--- src/rtl/instruction_sequencer_pkg.sv ---
// Shared definitions for the instruction sequencer: opcodes, instruction field
// positions, FSM state encoding and the read-after-write hazard rule.
package instruction_sequencer_pkg;

  localparam int INSTR_W = 17;
  localparam int ADDR_W  = 5;

  localparam logic [1:0] OP_ADD  = 2'b00;
  localparam logic [1:0] OP_SUB  = 2'b01;
  localparam logic [1:0] OP_TERN = 2'b10;
  localparam logic [1:0] OP_SW   = 2'b11;

  localparam int OP_HI  = 16;
  localparam int OP_LO  = 15;
  localparam int WA_HI  = 14;
  localparam int WA_LO  = 10;
  localparam int RA1_HI = 9;
  localparam int RA1_LO = 5;
  localparam int RA2_HI = 4;
  localparam int RA2_LO = 0;

  typedef enum logic [1:0] {
    IDLE  = 2'd0,
    ISSUE = 2'd1,
    HOLD  = 2'd2,
    DONE  = 2'd3
  } state_t;

  // Stores neither write a register nor depend on one written just before.
  function automatic logic raw_hazard(input logic [INSTR_W-1:0] cur,
                                      input logic [INSTR_W-1:0] nxt);
    return (cur[OP_HI:OP_LO] != OP_SW) && (nxt[OP_HI:OP_LO] != OP_SW) &&
           ((nxt[RA1_HI:RA1_LO] == cur[WA_HI:WA_LO]) ||
            (nxt[RA2_HI:RA2_LO] == cur[WA_HI:WA_LO]));
  endfunction

endpackage

--- src/rtl/instruction_sequencer_program_store.sv ---
// Program store: one synchronous write port, one combinational read port.
// Contents are deliberately not reset so a program survives a reset.
module program_store
  import instruction_sequencer_pkg::*;
#(
  parameter int DEPTH = 32
) (
  input  logic               clock,
  input  logic               we,
  input  logic [ADDR_W-1:0]  waddr,
  input  logic [INSTR_W-1:0] wdata,
  input  logic [ADDR_W-1:0]  raddr,
  output logic [INSTR_W-1:0] rdata
);

  logic [INSTR_W-1:0] mem [DEPTH];

  always_ff @(posedge clock) begin
    if (we) mem[waddr] <= wdata;
  end

  assign rdata = mem[raddr];

endmodule

--- src/rtl/instruction_sequencer.sv ---
// Issues a stored program word by word to a two-register datapath, holding each
// word for a fixed number of clocks and stretching it on read-after-write hazards.
module instruction_sequencer
  import instruction_sequencer_pkg::*;
#(
  parameter int DEPTH         = 32,
  parameter int HOLD_CYCLES   = 2,
  parameter int HAZARD_CYCLES = 1
) (
  input  logic                clock,
  input  logic                reset_n,
  input  logic                load_en,
  input  logic [ADDR_W-1:0]   load_addr,
  input  logic [INSTR_W-1:0]  load_data,
  input  logic [5:0]          prog_len,
  input  logic                start,
  input  logic                abort,
  output logic [INSTR_W-1:0]  instruction,
  output logic                instr_valid,
  output logic [ADDR_W-1:0]   pc,
  output logic                busy,
  output logic                done,
  output logic [1:0]          state_dbg
);

  // instr_valid qualifies instruction and pc on every clock it is high; there is
  // no ready, the datapath takes each word for as long as it is presented.

  state_t             state, state_nx;
  logic [ADDR_W-1:0]  pc_nx;
  logic [7:0]         hold_cnt, hold_cnt_nx;
  logic [5:0]         len_q, len_nx;
  logic [INSTR_W-1:0] instr_q, instr_nx;
  logic [INSTR_W-1:0] rd_data;
  logic [ADDR_W-1:0]  rd_addr;
  logic [5:0]         pc_inc;
  logic [5:0]         len_sat;
  logic [7:0]         hold_limit;
  logic               hazard;

  assign busy    = (state == ISSUE) || (state == HOLD);
  assign pc_inc  = {1'b0, pc} + 6'd1;
  assign len_sat = (prog_len > 6'(DEPTH)) ? 6'(DEPTH) : prog_len;

  // During HOLD the read port looks ahead at the next word for hazard checking.
  assign rd_addr    = (state == HOLD) ? pc_inc[ADDR_W-1:0] : pc;
  assign hazard     = (pc_inc < len_q) && raw_hazard(instr_q, rd_data);
  assign hold_limit = 8'(HOLD_CYCLES) + (hazard ? 8'(HAZARD_CYCLES) : 8'd0);

  program_store #(.DEPTH(DEPTH)) u_store (
    .clock (clock),
    .we    (load_en && !busy),
    .waddr (load_addr),
    .wdata (load_data),
    .raddr (rd_addr),
    .rdata (rd_data)
  );

  always_ff @(posedge clock or negedge reset_n) begin
    if (!reset_n) begin
      state    <= IDLE;
      pc       <= '0;
      hold_cnt <= '0;
      len_q    <= '0;
      instr_q  <= '0;
    end else begin
      state    <= state_nx;
      pc       <= pc_nx;
      hold_cnt <= hold_cnt_nx;
      len_q    <= len_nx;
      instr_q  <= instr_nx;
    end
  end

  always_comb begin
    state_nx    = state;
    pc_nx       = pc;
    hold_cnt_nx = hold_cnt;
    len_nx      = len_q;
    instr_nx    = instr_q;
    case (state)
      IDLE: begin
        if (start && (prog_len != 6'd0)) begin
          state_nx    = ISSUE;
          pc_nx       = '0;
          len_nx      = len_sat;
          hold_cnt_nx = '0;
        end
      end
      ISSUE: begin
        instr_nx    = rd_data;
        hold_cnt_nx = 8'd1;
        state_nx    = HOLD;
      end
      HOLD: begin
        // The ISSUE clock counts as the first clock of the hold.
        if (hold_cnt + 8'd1 >= hold_limit) begin
          hold_cnt_nx = '0;
          if (pc_inc < len_q) begin
            pc_nx    = pc_inc[ADDR_W-1:0];
            state_nx = ISSUE;
          end else begin
            state_nx = DONE;
          end
        end else begin
          hold_cnt_nx = hold_cnt + 8'd1;
        end
      end
      DONE:    state_nx = IDLE;
      default: state_nx = IDLE;
    endcase
    if (abort) begin
      state_nx    = IDLE;
      hold_cnt_nx = '0;
    end
  end

  always_comb begin
    instruction = '0;
    if (state == ISSUE)     instruction = rd_data;
    else if (state == HOLD) instruction = instr_q;
  end

  assign instr_valid = busy;
  assign done        = (state == DONE);
  assign state_dbg   = state;

endmodule
--- config.mk ---
export PLATFORM = sky130hd
export DESIGN_NAME = instruction_sequencer
export DESIGN_NICKNAME = d
export VERILOG_FILES = /design/src/rtl/instruction_sequencer_pkg.sv /design/src/rtl/instruction_sequencer_program_store.sv /design/src/rtl/instruction_sequencer.sv
export SDC_FILE = /design/constraint.sdc
export NUM_CORES = 1
export LEC_CHECK = 0
export ABC_AREA = 1
export CORE_ASPECT_RATIO = 2
export CORE_UTILIZATION = 35
export CTS_CLUSTER_DIAMETER = 40
export DETAILED_ROUTE_END_ITERATION = 8
export SKIP_CTS_REPAIR_TIMING = 1
export SLEW_MARGIN = 20
export SYNTH_ARGS = -nofsm -noshare
export SYNTH_HDL_FRONTEND = slang
export SYNTH_HIERARCHICAL = 1
export SYNTH_SLANG_ARGS = --single-unit
--- constraint.sdc ---
create_clock -name clock -period 5.09 [get_ports clock]
set_clock_uncertainty 0.2 [all_clocks]
set_input_delay 1.2725 -clock clock [delete_from_list [all_inputs] [get_ports clock]]
set_output_delay 1.2725 -clock clock [all_outputs]
set_load 0.1 [all_outputs]
==> results of run 1 <==
[cell type report]
cell class,count,area share [%]
timing repair inverter,1,0.03921
clock buffer,61,4.500
sequential,582,60.20
timing repair buffer,172,7.057
multi-input combinational,1422,22.29
antenna,2,0.01743
clock inverter,29,0.9497
inverter,66,1.041
tap,897,3.908
[where the power goes]
| group | switching (mW) | internal (mW) | total [mW] |
|---|---|---|---|
| clock network | 1.74 | 1.99 | 3.73 |
| logic | 3.86 | 1.99 | 5.85 |
| registers | 0.0779 | 5.40 | 5.48 |
[worst max-delay path, delay by kind of cell, from the launching register on]
family	cells	cell delay, ns
adders and majority gates	1	0.21
AOI/OAI and AO/OA	1	0.10
DFF	1	0.41
buffers and inverters	7	1.06
and+or+nand+nor	10	1.04
[registers in the layout, indices dropped and copies added, names as in the netlist]
name / flops
hold_cnt: 8
len_q: 6
u_store/mem: 544
state_dbg: 2
instr_q: 17
pc: 5
[how the worst min path moves through the flow]
stage / slack (ns) / cells past startpoint / to / start
final: 0.29 / 2 / len_q[0]$_DFFE_PN0P_ / len_q[0]$_DFFE_PN0P_
after CTS: 0.29 / 2 / len_q[0]$_DFFE_PN0P_ / len_q[0]$_DFFE_PN0P_
after floorplan: 0.26 / 2 / len_q[0]$_DFFE_PN0P_ / len_q[0]$_DFFE_PN0P_
after global placement: 0.28 / 2 / len_q[0]$_DFFE_PN0P_ / len_q[0]$_DFFE_PN0P_
after detailed placement: 0.28 / 2 / len_q[0]$_DFFE_PN0P_ / len_q[0]$_DFFE_PN0P_
after global routing: 0.31 / 1 / len_q[5]$_DFFE_PN0P_ / len_q[5]$_DFFE_PN0P_
[cells by family (layout without fill, tap and decap cells)]
logic type	count (synthesis)	count (layout)	synth area share, %
AOI/OAI and AO/OA	49	49	1.376
other	0	2	0
DFF	582	582	70.68
xor gates and xnor gates	12	12	0.4298
and+or+nand+nor	1347	1347	23.19
adders and majority gates	14	14	0.7163
buffers and inverters	191	329	3.602
[layer usage]
layer | wire length, um | vias to the layer above
met2 | 35760 | 562
met5 | 37 | -
li1 | - | 7748
met1 | 24290 | 8094
met3 | 3528 | 126
met4 | 2773 | 6
[per-stage QoR]
| step | std cells | instance area (um2) | TNS [ns] |
|---|---|---|---|
| after floorplan | 2195 | 24460 | -6.945 |
| after global placement | 3122 | 26690 | 0 |
| after detailed placement | 3122 | 26680 | 0 |
| after CTS | 3212 | 28240 | -2.523 |
| after global routing | 3230 | 28720 | -0.03136 |
| final | 3232 | 28720 | 0 |
[cell usage in the layout, fill, tap and decap left out, drive strengths merged, types with 2 or more instances in the layout]
cell type,count
buf,130
nand2,851
diode,2
clkinvlp,3
ha,14
o21bai,2
clkdlybuf4s50,31
bufbuf,3
nand3,431
o31ai,17
bufinv,3
nand4,8
dfrtp,38
o22ai,4
nor2,55
edfxtp,544
xor2,6
clkinv,22
clkbuf,69
a21oi,4
inv,68
o21ai,20
xnor2,6
==> results.md, run 1 <==
Global route:
- For this run the aggregate overflow at the end of global routing stands at 0.
- The first global-routing pass estimated 97,600 um of wire.
- The all-layer global routing usage is 18.25%.
- The global routing met2 resource utilization is 34.54%.
- For this run, global-route usage on met3 was measured as 2.035%.
- For met1 alone, demand over resource in global routing was 20.24%.
- Entering global routing, the biggest net connects 83 pins.
- The via count of the first global-routing pass is approximately 16,000.
- The number of antenna violations at the first check in global routing is 4.
- The most heavily used metal layer in global routing is met2.

Finish:
- After the last flow step, the layout net total stands at ~2,300.
- In the final layout, the multi-input gates occupy 0.006402 mm2.
- The filler cell count in the final layout is about 6,400.
- The sequential cells in the finished layout cover a total of 0.01729 mm2.
- The synthesis-to-layout area growth is 17.44%.
- Cells with a size suffix above 1 make up 11.74% of the layout.
- Cells fill 41.68% of the core in the end.

Worst setup path:
- STA puts the critical path data arrival time at approximately 3.5 ns.
- The cell seen most often among critical-path stages is sky130_fd_sc_hd__nand2_1.
- The maximum single-stage delay on the critical path is 0.41 ns.
- The startpoint of the worst setup timing path is state_dbg[0]$_DFFE_PN0P_.
- The startpoint of the worst register-to-register path is state_dbg[0]$_DFFE_PN0P_.
- The internal reg-to-reg setup slack is 0.84 ns.
- The worst setup path is captured at an output pin.
- The critical path goes through inv_2, ha_2, buf_6, inv_2, nand2_1, nand2_4, inv_8, buf_12, buf_16, nand3_1, nand3_1, nand2_2, nand2_1, nand2_1, nand2_1, nand2_2, nand2_1, o31ai_1, bufbuf_16.
- The type of the setup path with the least slack is flop to output pin.
- The worst-path maximum fanout is 22.
- STA classifies the critical path startpoint as a flop.
- The critical path ends at instruction[9].
- The worst register-to-register path has a depth of 32.
- Among all stages on the critical path, the largest delay is contributed by sky130_fd_sc_hd__dfrtp_2.
- The capturing point of the worst reg2reg path is state_dbg[1]$_DFFE_PN0P_.
- Data on the critical path is required at its endpoint by between 3 and 4 ns.

Detailed routing:
- The initial detailed-routing violation count is 1,280.
- The remaining number of nets flagged by the antenna check after routing is 0.
- Wires add up to 66,390 um.
- The number of iterations in the first detailed-routing pass is 5.
- The post-route DRC violation count is 0.
- The final route contains 16,540 vias.
- The via count normalized by instance count is 5.116.
- In the final routed layout, each cell accounts on average for 20.54 um.

Timing:
- At the pin with the least slew margin, the transition time is 0.9725 ns.
- The final critical path time including I/O delays and setup is 4.969 ns.
- The final critical-path setup slack is 0.1206 ns.
- Of the available clock period, the critical path in the final layout requires between 90 and 100%.
- The final number of max-transition violations is 0.
- In this run the tightest slew margin relative to its limit is 34.96%.
- The final count of negative-setup-slack endpoints is 0.
- The fmax is 0.2012 GHz.
- The final count of hold timing violations is 0.
- The tightest hold path in the finished design has a slack of 0.2902 ns.

Clock network:
- TritonCTS created 50 clock buffers.
- The H-tree was split into 2 levels.
- The CTS sink count is 582.
- The source-to-sink clock delay at the later pin of the worst-skew pair is 0.60 ns.
- TritonCTS built the clock tree.
- The buffer type at the clock tree root is sky130_fd_sc_hd__clkbuf_16.
- No sink is reached through more buffers than the 3 on the longest clock path.
- The clock-pin slew reported for the worst setup and hold paths after clock tree synthesis is 0.07 ns.

Synth:
- By count the netlist is led by sky130_fd_sc_hd__nand2_1, sky130_fd_sc_hd__edfxtp_1, sky130_fd_sc_hd__nand3_1, sky130_fd_sc_hd__buf_2, sky130_fd_sc_hd__inv_1.
- The largest total area in the synthesized netlist belongs to sky130_fd_sc_hd__edfxtp_1.
- Summing every instance area after synthesis gives 0.02446 mm2.
- The share of the synthesized area in the top cell type is 66.80%.
- Sorting the synthesized cells by area gives the leading types as sky130_fd_sc_hd__edfxtp_1, sky130_fd_sc_hd__nand2_1, sky130_fd_sc_hd__nand3_1.
- After synthesis the netlist holds a flip-flop and latch count of 582.
- The most frequently used flop master after synthesis is sky130_fd_sc_hd__edfxtp_1.
- Yosys mapped a number of flops with a built-in enable equal to 544.
- The share of synthesized area occupied by flip-flops and latches is 70.68%.
- Yosys mapped the design onto 35 distinct sky130hd cell types.
- Counting every instance in the synthesized netlist gives about 2,200.
- The average cell area after synthesis is 11.14 um2.
- The synthesized netlist net count is about 2,200.
- The warning count from the yosys run is 6.
- The cell with the most instances after synthesis is sky130_fd_sc_hd__nand2_1.
- For this run, asynchronously set or reset flops after synthesis account for 6.529%.

Placement:
- The final weighted congestion in routability-driven placement is about 0.86.
- The half-perimeter wire length after detailed placement is around 41,000 um.
- Timing analysis after detailed placement gives a worst setup slack of 0.4399 ns.
- Buffers placed on the I/O ports in this run total 59.

Floorplanning:
- The top-level I/O count is 60.
- The core outline area is about 0.069 mm2.
- The floorplan die width is 188.9 um.
- In this run the core area contains about 140 standard-cell rows.
- The area of the die is 0.07100 mm2.
- The die extent in y is 375.8 um.
- Once the floorplan was initialized, standard cells occupied 35.49% of the core.

Power and ir drop:
- The power density over the cells is 523.9 mW/mm2.
- After layout, the design draws a total of 15.05 mW.
- The worst vdd rail ir drop is 0.0005823 V.
- The leakage dissipation is roughly 11 nW.

Run:
- The number of violations of the max-capacitance limit is 0.

Status:
- The run finished with clean final reports.

Min path:
- The worst hold path belongs to the class flop to flop.
Note: power is estimated with default switching activity, not from simulation.
==> run 2: changes to the inputs <==
CELL_PAD_IN_SITES_DETAIL_PLACEMENT = 0   (was default)
CELL_PAD_IN_SITES_GLOBAL_PLACEMENT = 1   (was default)
PLACE_DENSITY_LB_ADDON = 0.1   (was default)
==> run 2 against run 1 <==
  * Final area rose by 3.2%
  * Highest routed layer unchanged
  * Critical path type unchanged
  * Flip-flop and latch count unchanged
  * Register-to-register slack worse by 0.06 ns
  * Clock power grew 17%
  * Largest power group unchanged
  * Sequential share of layout area fell by 1.9 points
  * Sequential power about the same
  * Power up 7.3%
  * Routed wire length up 16%
==> results.md, run 2 (synthesized netlist as in run 1, its figures left out) <==
Finish:
- Commonest cells after routing, fill and taps aside: sky130_fd_sc_hd__nand2_1, sky130_fd_sc_hd__edfxtp_1, sky130_fd_sc_hd__nand3_1, sky130_fd_sc_hd__buf_4, sky130_fd_sc_hd__clkbuf_16 (unchanged).
- The number of flip-flops in the largest register is 544 (unchanged).
- The total inserted antenna cells is 0 (was 2).
- The proportion of layout cells with a drive suffix above 1 came to 14.30% (was 11.74%).
- The post-layout net count is 2,393 (was 2,342).
- The synthesis-to-layout area growth is 21.24% (was 17.44%).
- The most common cell after layout, fill and taps aside is sky130_fd_sc_hd__nand2_1 (unchanged).
- The post-route cell area is 0.02965 mm2 (was 0.02872 mm2).
- The filler cell count in the final layout is 6,535 (was 6,427).
- Regs by FF count: u_store/mem (544), instr_q (17), hold_cnt (8) (unchanged).
- The register with the most flip-flops is u_store/mem (unchanged).

Timing:
- The worst-case headroom to the max-slew limit is 34.81% (was 34.96%).
- The fmax is 0.2017 GHz (was 0.2012 GHz).
- The final count of hold timing violations is 0 (unchanged).
- The tightest hold margin is 0.3006 ns (was 0.2902 ns).
- The final number of max-transition violations is 0 (unchanged).
- The final critical path time including I/O delays and setup came to 4.958 ns (was 4.969 ns).
- Setup repair after global routing could not meet its margin everywhere.
- The share of the clock period used by the worst path after layout was 97.41% (was 97.63%).
- The final count of negative-setup-slack endpoints is 0 (unchanged).
- The slew at the pin with the worst max-slew slack is 0.9748 ns (was 0.9725 ns).

Placement:
- The half-perimeter wire length after detailed placement is 47,100 um (was 41,300 um).
- The number of port buffers is 59 (unchanged).
- The final weighted congestion in routability-driven placement is 0.8425 (was 0.8572).
- The placed standard-cell area is 0.02697 mm2 (was 0.02668 mm2).

Clock network:
- The TritonCTS clock tree is built (unchanged).
- The maximum root-to-sink buffer count is 3 (unchanged).
- The buffer type at the clock tree root is sky130_fd_sc_hd__clkbuf_16 (unchanged).
- The total clock buffers created by CTS is 59 (was 50).
- The CTS sink count is 582 (unchanged).
- The source-to-sink clock delay at the later pin of the worst-skew pair is 0.63 ns (was 0.60 ns).
- The CTS H-tree depth is 2 (unchanged).
- The clock-pin slew reported for the worst setup and hold paths after clock tree synthesis is 0.06 ns (was 0.07 ns).

Detailed routing:
- The routed wire length per instance was 23.36 um (was 20.54 um).
- The post-route DRC violation count is 0 (unchanged).
- The remaining number of nets flagged by the antenna check after routing is 0 (unchanged).
- The number of iterations in the first detailed-routing pass is 5 (unchanged).
- The initial detailed-routing violation count is 1,007 (was 1,280).
- The via count normalized by instance count was 5.095 (was 5.116).
- The total wire length was 76,820 um (was 66,390 um).
- The number of vias after detailed routing is 16,760 (was 16,540).

Global route:
- The global-route wire length before repair is 110,400 um (was 97,600 um).
- The number of antenna violations at the first check in global routing is 5 (was 4).
- The via count of the first global-routing pass was 16,970 (was 16,200).
- The maximum number of pins on one net before global-route repair is 55 (was 83).
- The total congestion overflow after global routing is 0 (unchanged).
- The all-layer global routing usage came to 21.17% (was 18.25%).

Floorplanning:
- The starting density of the core is 35.49% (unchanged).
- The floorplan die width is 188.9 um (unchanged).
- The area of the die is 0.07100 mm2 (unchanged).
- The die extent in y is 375.8 um (unchanged).
- The top-level I/O count is 60 (unchanged).
- The row count was 136 (unchanged).
- The core outline area was 0.06892 mm2 (unchanged).

Worst setup path:
- The type of the setup path with the least slack was flop to output pin (unchanged).
- The data arrival at the endpoint of the critical path is 3.49 ns (was 3.50 ns).
- The worst-path maximum fanout was 14 (was 22).
- The kind of end point of the critical path is an output pin (unchanged).
- The worst path required time is 3.62 ns (about the same).
- The category of the worst setup path launch point was a flop (unchanged).

Power and ir drop:
- The worst vdd rail ir drop is 0.0004980 V (was 0.0005823 V).
- The power density over the cells is 544.5 mW/mm2 (was 523.9 mW/mm2).
- The leakage dissipation is 11.20 nW (was 10.77 nW).

Run:
- The number of violations of the max-capacitance limit is 0 (unchanged).

Status:
- Run status: completed (unchanged).

Min path:
- The type of the most critical hold path is flop to flop (unchanged).
## run 2: worst paths after layout
check                                    startpoint                        to  slack (ns)  depth (start not counted)
setup / recovery           state_dbg[0]$_DFFE_PN0P_            instruction[0]        0.13                         19
hold / removal                 len_q[5]$_DFFE_PN0P_      len_q[5]$_DFFE_PN0P_        0.30                          1
setup reg to reg           state_dbg[0]$_DFFE_PN0P_  state_dbg[1]$_DFFE_PN0P_        0.78                         31
hold reg to reg                len_q[5]$_DFFE_PN0P_      len_q[5]$_DFFE_PN0P_        0.30                          1
max in group asynchronous                   reset_n  state_dbg[1]$_DFFE_PN0P_        3.41                          1
min in group asynchronous                   reset_n   hold_cnt[5]$_DFFE_PN0P_        0.61                          1
## run 2: power by group
group | switching [mW] | internal [mW]
Combinational | 4.07 | 2.21
Sequential | 0.0819 | 5.40
Clock | 1.89 | 2.49
Total | 6.03 | 10.1
## run 2: per-stage QoR
stage                     instances  setup slack (ns)  utilization (%)  total power, mW  TNS (ns)
final                          3289            0.1319            43.02            16.14         0
after global routing           3289          -0.05552            43.02            16.97  -0.06234
after CTS                      3250           -0.3620            41.93            15.69    -4.221
after detailed placement       3143            0.3076            39.13            11.29         0
after global placement         3143            0.2992            39.15            11.27         0
after floorplan                2195           -0.4157                -            9.181    -6.945
## run 2: critical path: stages, from the launching register on
cell and delay (ns):
sky130_fd_sc_hd__dfrtp_1 0.40, sky130_fd_sc_hd__inv_2 0.10, sky130_fd_sc_hd__ha_4 0.19, sky130_fd_sc_hd__ha_4 0.23, sky130_fd_sc_hd__inv_8 0.11, sky130_fd_sc_hd__buf_16 0.17
sky130_fd_sc_hd__buf_16 0.18, sky130_fd_sc_hd__buf_12 0.12, sky130_fd_sc_hd__clkbuf_16 0.16, sky130_fd_sc_hd__nand2_1 0.05, sky130_fd_sc_hd__nand3_1 0.08, sky130_fd_sc_hd__nand3_1 0.07
sky130_fd_sc_hd__nand2_1 0.09, sky130_fd_sc_hd__nand2_1 0.08, sky130_fd_sc_hd__nand2_1 0.09, sky130_fd_sc_hd__nand2_1 0.04, sky130_fd_sc_hd__nand2_1 0.14, sky130_fd_sc_hd__nand2_1 0.13
sky130_fd_sc_hd__o31ai_1 0.16, sky130_fd_sc_hd__buf_12 0.23
## run 2: per-layer routing
metal / vias up / track usage [%] / routed length, um
li1: 7858 / - / -
met1: 8405 / 24.12 / 29610
met2: 366 / 40.46 / 42460
met3: 126 / 2.343 / 2618
met4: 4 / 6.862 / 2097
met5: - / 0 / 25
## run 2: area by class of cell
type / count / area, um2 / share of cell area, %
Inverter: 66 / 301.5 / 1.017
Timing Repair Buffer: 215 / 2544 / 8.579
Sequential cell: 582 / 17290 / 58.31
Tap cell: 897 / 1122 / 3.785
Clock inverter: 37 / 367.9 / 1.241
Clock buffer: 70 / 1560 / 5.262
Multi-Input combinational cell: 1422 / 6465 / 21.80
==> run 3: changes to the inputs <==
SYNTH_HIERARCHICAL = default   (was 1)
TNS_END_PERCENT = 1   (was default)
==> run 3 against run 2 <==
  * Count of clock-buffer cells in the layout up 3
  * Die area down 2.2%
  * First-iteration DRC count up 7.3%
==> results.md, run 3 <==
Synth:
- The average cell area after synthesis came to 12.14 um2 (was 11.14 um2).
- The count of mapped cells out of synthesis is 1,970 (was 2,195).
- The fraction of the mapped netlist area in compound gates is 6.967% (was 1.376%).
- Top post-synthesis cells by count: sky130_fd_sc_hd__edfxtp_1, sky130_fd_sc_hd__nand2_1, sky130_fd_sc_hd__nand3_1, sky130_fd_sc_hd__nor2_1, sky130_fd_sc_hd__o21ai_0 (was sky130_fd_sc_hd__nand2_1, sky130_fd_sc_hd__edfxtp_1, sky130_fd_sc_hd__nand3_1, sky130_fd_sc_hd__buf_2, sky130_fd_sc_hd__inv_1).
- The cell with the most instances after synthesis is sky130_fd_sc_hd__edfxtp_1 (was sky130_fd_sc_hd__nand2_1).
- The most area-hungry cell type in the Yosys netlist was sky130_fd_sc_hd__edfxtp_1 (unchanged).
- The most frequently used flop master after synthesis was sky130_fd_sc_hd__edfxtp_1 (unchanged).
- The post-synthesis register bit count came to 582 (unchanged).
- The xor/xnor share of the synthesized area is 0.1465% (was 0.4298%).
- The fraction of registers with async set/reset came to 6.529% (unchanged).
- The combinational family with the most area after synthesis was simple AND/OR/NAND/NOR gates (unchanged).
- The share of synthesized area occupied by flip-flops and latches is 72.27% (was 70.68%).
- The warning count from the yosys run is 0 (was 6).
- The share of the synthesized area in the top cell type came to 68.29% (was 66.80%).
- Synth area leaders: sky130_fd_sc_hd__edfxtp_1, sky130_fd_sc_hd__nand3_1, sky130_fd_sc_hd__nand2_1 (was sky130_fd_sc_hd__edfxtp_1, sky130_fd_sc_hd__nand2_1, sky130_fd_sc_hd__nand3_1).
- The number of synthesized flops with an enable pin is 544 (unchanged).
- The synthesized netlist net count was 2,016 (was 2,242).
- The portion of netlist area occupied by mux cells is 0% (unchanged).
- The number of distinct library cells after synthesis came to 34 (was 35).
- The simple-gate area share of the yosys netlist is 16.43% (was 23.19%).
- The post-synthesis adder-cell area fraction is 0.6800% (was 0.7163%).
- The total standard cell area after synthesis is 0.02392 mm2 (was 0.02446 mm2).

Timing:
- The fmax was 0.1992 GHz (was 0.2017 GHz).
- The final count of hold timing violations came to 0 (unchanged).
- The final number of max-transition violations is 0 (unchanged).
- The share of the clock period used by the worst path after layout came to 98.63% (was 97.41%).
- Setup repair after global routing missed its margin: yes (unchanged).
- The worst-case headroom to the max-slew limit is 33.73% (was 34.81%).
- The final total negative setup slack is 0 ns (unchanged).
- The slew at the pin with the worst max-slew slack is 0.9909 ns (was 0.9748 ns).
- The final count of negative-setup-slack endpoints is 0 (unchanged).
- The final critical path time including I/O delays and setup came to 5.020 ns (was 4.958 ns).
- The final critical-path setup slack is 0.06989 ns (was 0.1319 ns).

Worst setup path:
- Crit path cell chain: ha_2, nand2_1, o21ai_4, buf_12, buf_4, o21ai_0, o221ai_1, o211ai_1, nand3_1, nand3_1, o31ai_1, buf_12 (was inv_2, ha_4, ha_4, inv_8, buf_16, buf_16, buf_12, clkbuf_16, nand2_1, nand3_1, nand3_1, nand2_1, nand2_1, nand2_1, nand2_1, nand2_1, nand2_1, o31ai_1, buf_12).
- The type of the setup path with the least slack is flop to output pin (unchanged).
- The kind of end point of the critical path is an output pin (unchanged).
- The startpoint of the worst register-to-register path is state_dbg[0]$_DFFE_PN0P_ (unchanged).
- The worst-path maximum fanout is 41 (was 14).
- The category of the worst setup path launch point is a flop (unchanged).
- The slowest cell on the critical path is sky130_fd_sc_hd__dfrtp_1 (unchanged).
- The worst path required time was 3.62 ns (about the same).
- The startpoint of the worst setup timing path is pc[1]$_DFFE_PN0P_ (was state_dbg[0]$_DFFE_PN0P_).
- The data arrival at the endpoint of the critical path was 3.55 ns (was 3.49 ns).
- The maximum single-stage delay on the critical path was 0.45 ns (was 0.40 ns).

Finish:
- The post-layout net count is 2,124 (was 2,393).
- Regs by FF count: u_store.mem (544), instr_q (17), hold_cnt (8) (was u_store/mem (544), instr_q (17), hold_cnt (8)).
- The filler cell count in the final layout is 6,308 (was 6,535).
- The synthesis-to-layout area growth is 18.88% (was 21.24%).
- Commonest cells after routing, fill and taps aside: sky130_fd_sc_hd__edfxtp_1, sky130_fd_sc_hd__nand2_1, sky130_fd_sc_hd__nand3_1, sky130_fd_sc_hd__nor2_1, sky130_fd_sc_hd__o21ai_0 (was sky130_fd_sc_hd__nand2_1, sky130_fd_sc_hd__edfxtp_1, sky130_fd_sc_hd__nand3_1, sky130_fd_sc_hd__buf_4, sky130_fd_sc_hd__clkbuf_16).
- The number of flip-flops in the largest register came to 544 (unchanged).
- The proportion of layout cells with a drive suffix above 1 is 13.36% (was 14.30%).
- The post-route cell area came to 0.02844 mm2 (was 0.02965 mm2).
- The register with the most flip-flops is u_store.mem (was u_store/mem).
- The most common cell after layout, fill and taps aside was sky130_fd_sc_hd__edfxtp_1 (was sky130_fd_sc_hd__nand2_1).

Floorplanning:
- The die extent in y is 371.7 um (was 375.8 um).
- The area of the die was 0.06946 mm2 (was 0.07100 mm2).
- The core outline area came to 0.06773 mm2 (was 0.06892 mm2).
- The floorplan die width is 186.9 um (was 188.9 um).
- The starting density of the core came to 35.32% (was 35.49%).
- The top-level I/O count is 60 (unchanged).
- The row count came to 135 (was 136).

Clock network:
- The CTS sink count was 582 (unchanged).
- The total clock buffers created by CTS is 58 (was 59).
- The TritonCTS clock tree was built (unchanged).
- The maximum root-to-sink buffer count is 3 (unchanged).
- The source-to-sink clock delay at the later pin of the worst-skew pair is 0.62 ns (was 0.63 ns).
- The clock-pin slew reported for the worst setup and hold paths after clock tree synthesis is 0.06 ns (about the same).
- The CTS H-tree depth is 2 (unchanged).
- The buffer type at the clock tree root was sky130_fd_sc_hd__clkbuf_16 (unchanged).

Detailed routing:
- The routed wire length per instance is 25.16 um (was 23.36 um).
- The post-route DRC violation count is 0 (unchanged).
- The via count normalized by instance count is 5.288 (was 5.095).
- The number of vias after detailed routing is 15,950 (was 16,760).
- The total wire length is 75,880 um (was 76,820 um).
- The remaining number of nets flagged by the antenna check after routing is 0 (unchanged).
- The initial detailed-routing violation count is 1,081 (was 1,007).
- The number of iterations in the first detailed-routing pass is 5 (unchanged).

Global route:
- The all-layer global routing usage is 21.58% (was 21.17%).
- The total congestion overflow after global routing is 0 (unchanged).
- The via count of the first global-routing pass is 15,720 (was 16,970).
- The number of antenna violations at the first check in global routing is 2 (was 5).
- The global-route wire length before repair was 108,900 um (was 110,400 um).
- The maximum number of pins on one net before global-route repair is 59 (was 55).

Power and ir drop:
- The power density over the cells is 576.0 mW/mm2 (was 544.5 mW/mm2).
- The worst vdd rail ir drop was 0.0004537 V (was 0.0004980 V).
- The leakage dissipation was 9.874 nW (was 11.20 nW).
- The total power of the final layout is 16.38 mW (was 16.14 mW).

Placement:
- The placed standard-cell area is 0.02635 mm2 (was 0.02697 mm2).
- The number of port buffers is 59 (unchanged).
- The final weighted congestion in routability-driven placement came to 0.7674 (was 0.8425).
- The half-perimeter wire length after detailed placement came to 45,900 um (was 47,100 um).
- The worst setup timing slack at the placement stage is 0.2771 ns (was 0.3076 ns).

Run:
- The number of violations of the max-capacitance limit is 0 (unchanged).

Min path:
- The type of the most critical hold path is flop to flop (unchanged).
- The source of the worst hold timing path is len_q[0]$_DFFE_PN0P_ (was len_q[5]$_DFFE_PN0P_).

Status:
- Run status: completed (unchanged).
-- run 3: cell count changes after synthesis, sizes merged, moves of 3 or more --
cell    before  now
o211ai       0   27
o22ai        4   22
o21ai       20  153
xnor2        6    0
o221ai       0   21
nand4        8    1
buf         93   86
nand3      431  383
nand2      851  389
o21bai       2   18
inv         63   66
nor2        55  140
-- run 3: per-stage QoR --
step           hold slack (ns)  utilization (%)  cells
3_3_place_gp            0.2795            38.92   2901
4_1_cts                 0.3275            41.81   3008
2_1_floorplan           0.2534                -   1970
3_5_place_dp            0.3003            38.90   2901
6_report                0.3163            41.98   3016
5_1_grt                 0.3556            41.98   3015
-- run 3: cell families (layout without fill, tap and decap cells) --
logic type                 after synthesis  count (layout)
xor gates and xnor gates                 4               4
DFF                                    582             582
adders and majority gates               13              13
AOI/OAI and AO/OA                      270             270
other                                    0               1
buffers and inverters                  186             339
and+or+nand+nor                        915             917
-- run 3: worst paths after layout --
path / end / slack (ns) / cells past startpoint
max: instruction[11] / 0.07 / 12
min: len_q[0]$_DFFE_PN0P_ / 0.32 / 2
max reg2reg: pc[3]$_DFFE_PN0P_ / 0.46 / 27
min reg2reg: len_q[0]$_DFFE_PN0P_ / 0.32 / 2
max in group asynchronous: instr_q[0]$_DFFE_PN0P_ / 3.45 / 1
min in group asynchronous: len_q[5]$_DFFE_PN0P_ / 0.61 / 1
-- run 3: where the power goes --
group	leakage, nW	internal, mW	switching (mW)
combinational	3.52	2.01	4.45
clock	0.963	2.57	1.90
sequential	5.39	5.39	0.0614
total	9.87	9.97	6.41
-- run 3: worst max-delay path, delay by kind of cell, from the launching register on --
| family | cells | cell delay (ns) |
|---|---|---|
| AOI/OAI and AO/OA | 5 | 0.85 |
| buffers and inverters | 3 | 0.72 |
| DFF | 1 | 0.45 |
| adders and majority gates | 1 | 0.45 |
| and+or+nand+nor | 3 | 0.40 |
-- run 3: cell type report --
type	instances	area, um2	share of cell area, %
flip-flops and latches	582	17290	60.79
multi-input cells	1204	5993	21.08
repair buffers	165	1819	6.397
clock buffers	73	1580	5.557
well taps	890	1114	3.916
clock inverters	34	386.6	1.360
inverters	67	255.2	0.8976
diodes	1	2.502	0.008800
-- run 3: layer usage --
metal  wire, um  vias to the layer above  global-route usage [%]
met3       2605                      112                   2.218
met5          0                        -                       0
li1           -                     7361                       -
met4       2612                        0                   7.661
met1      29040                     8085                   24.68
met2      41620                      392                   41.26
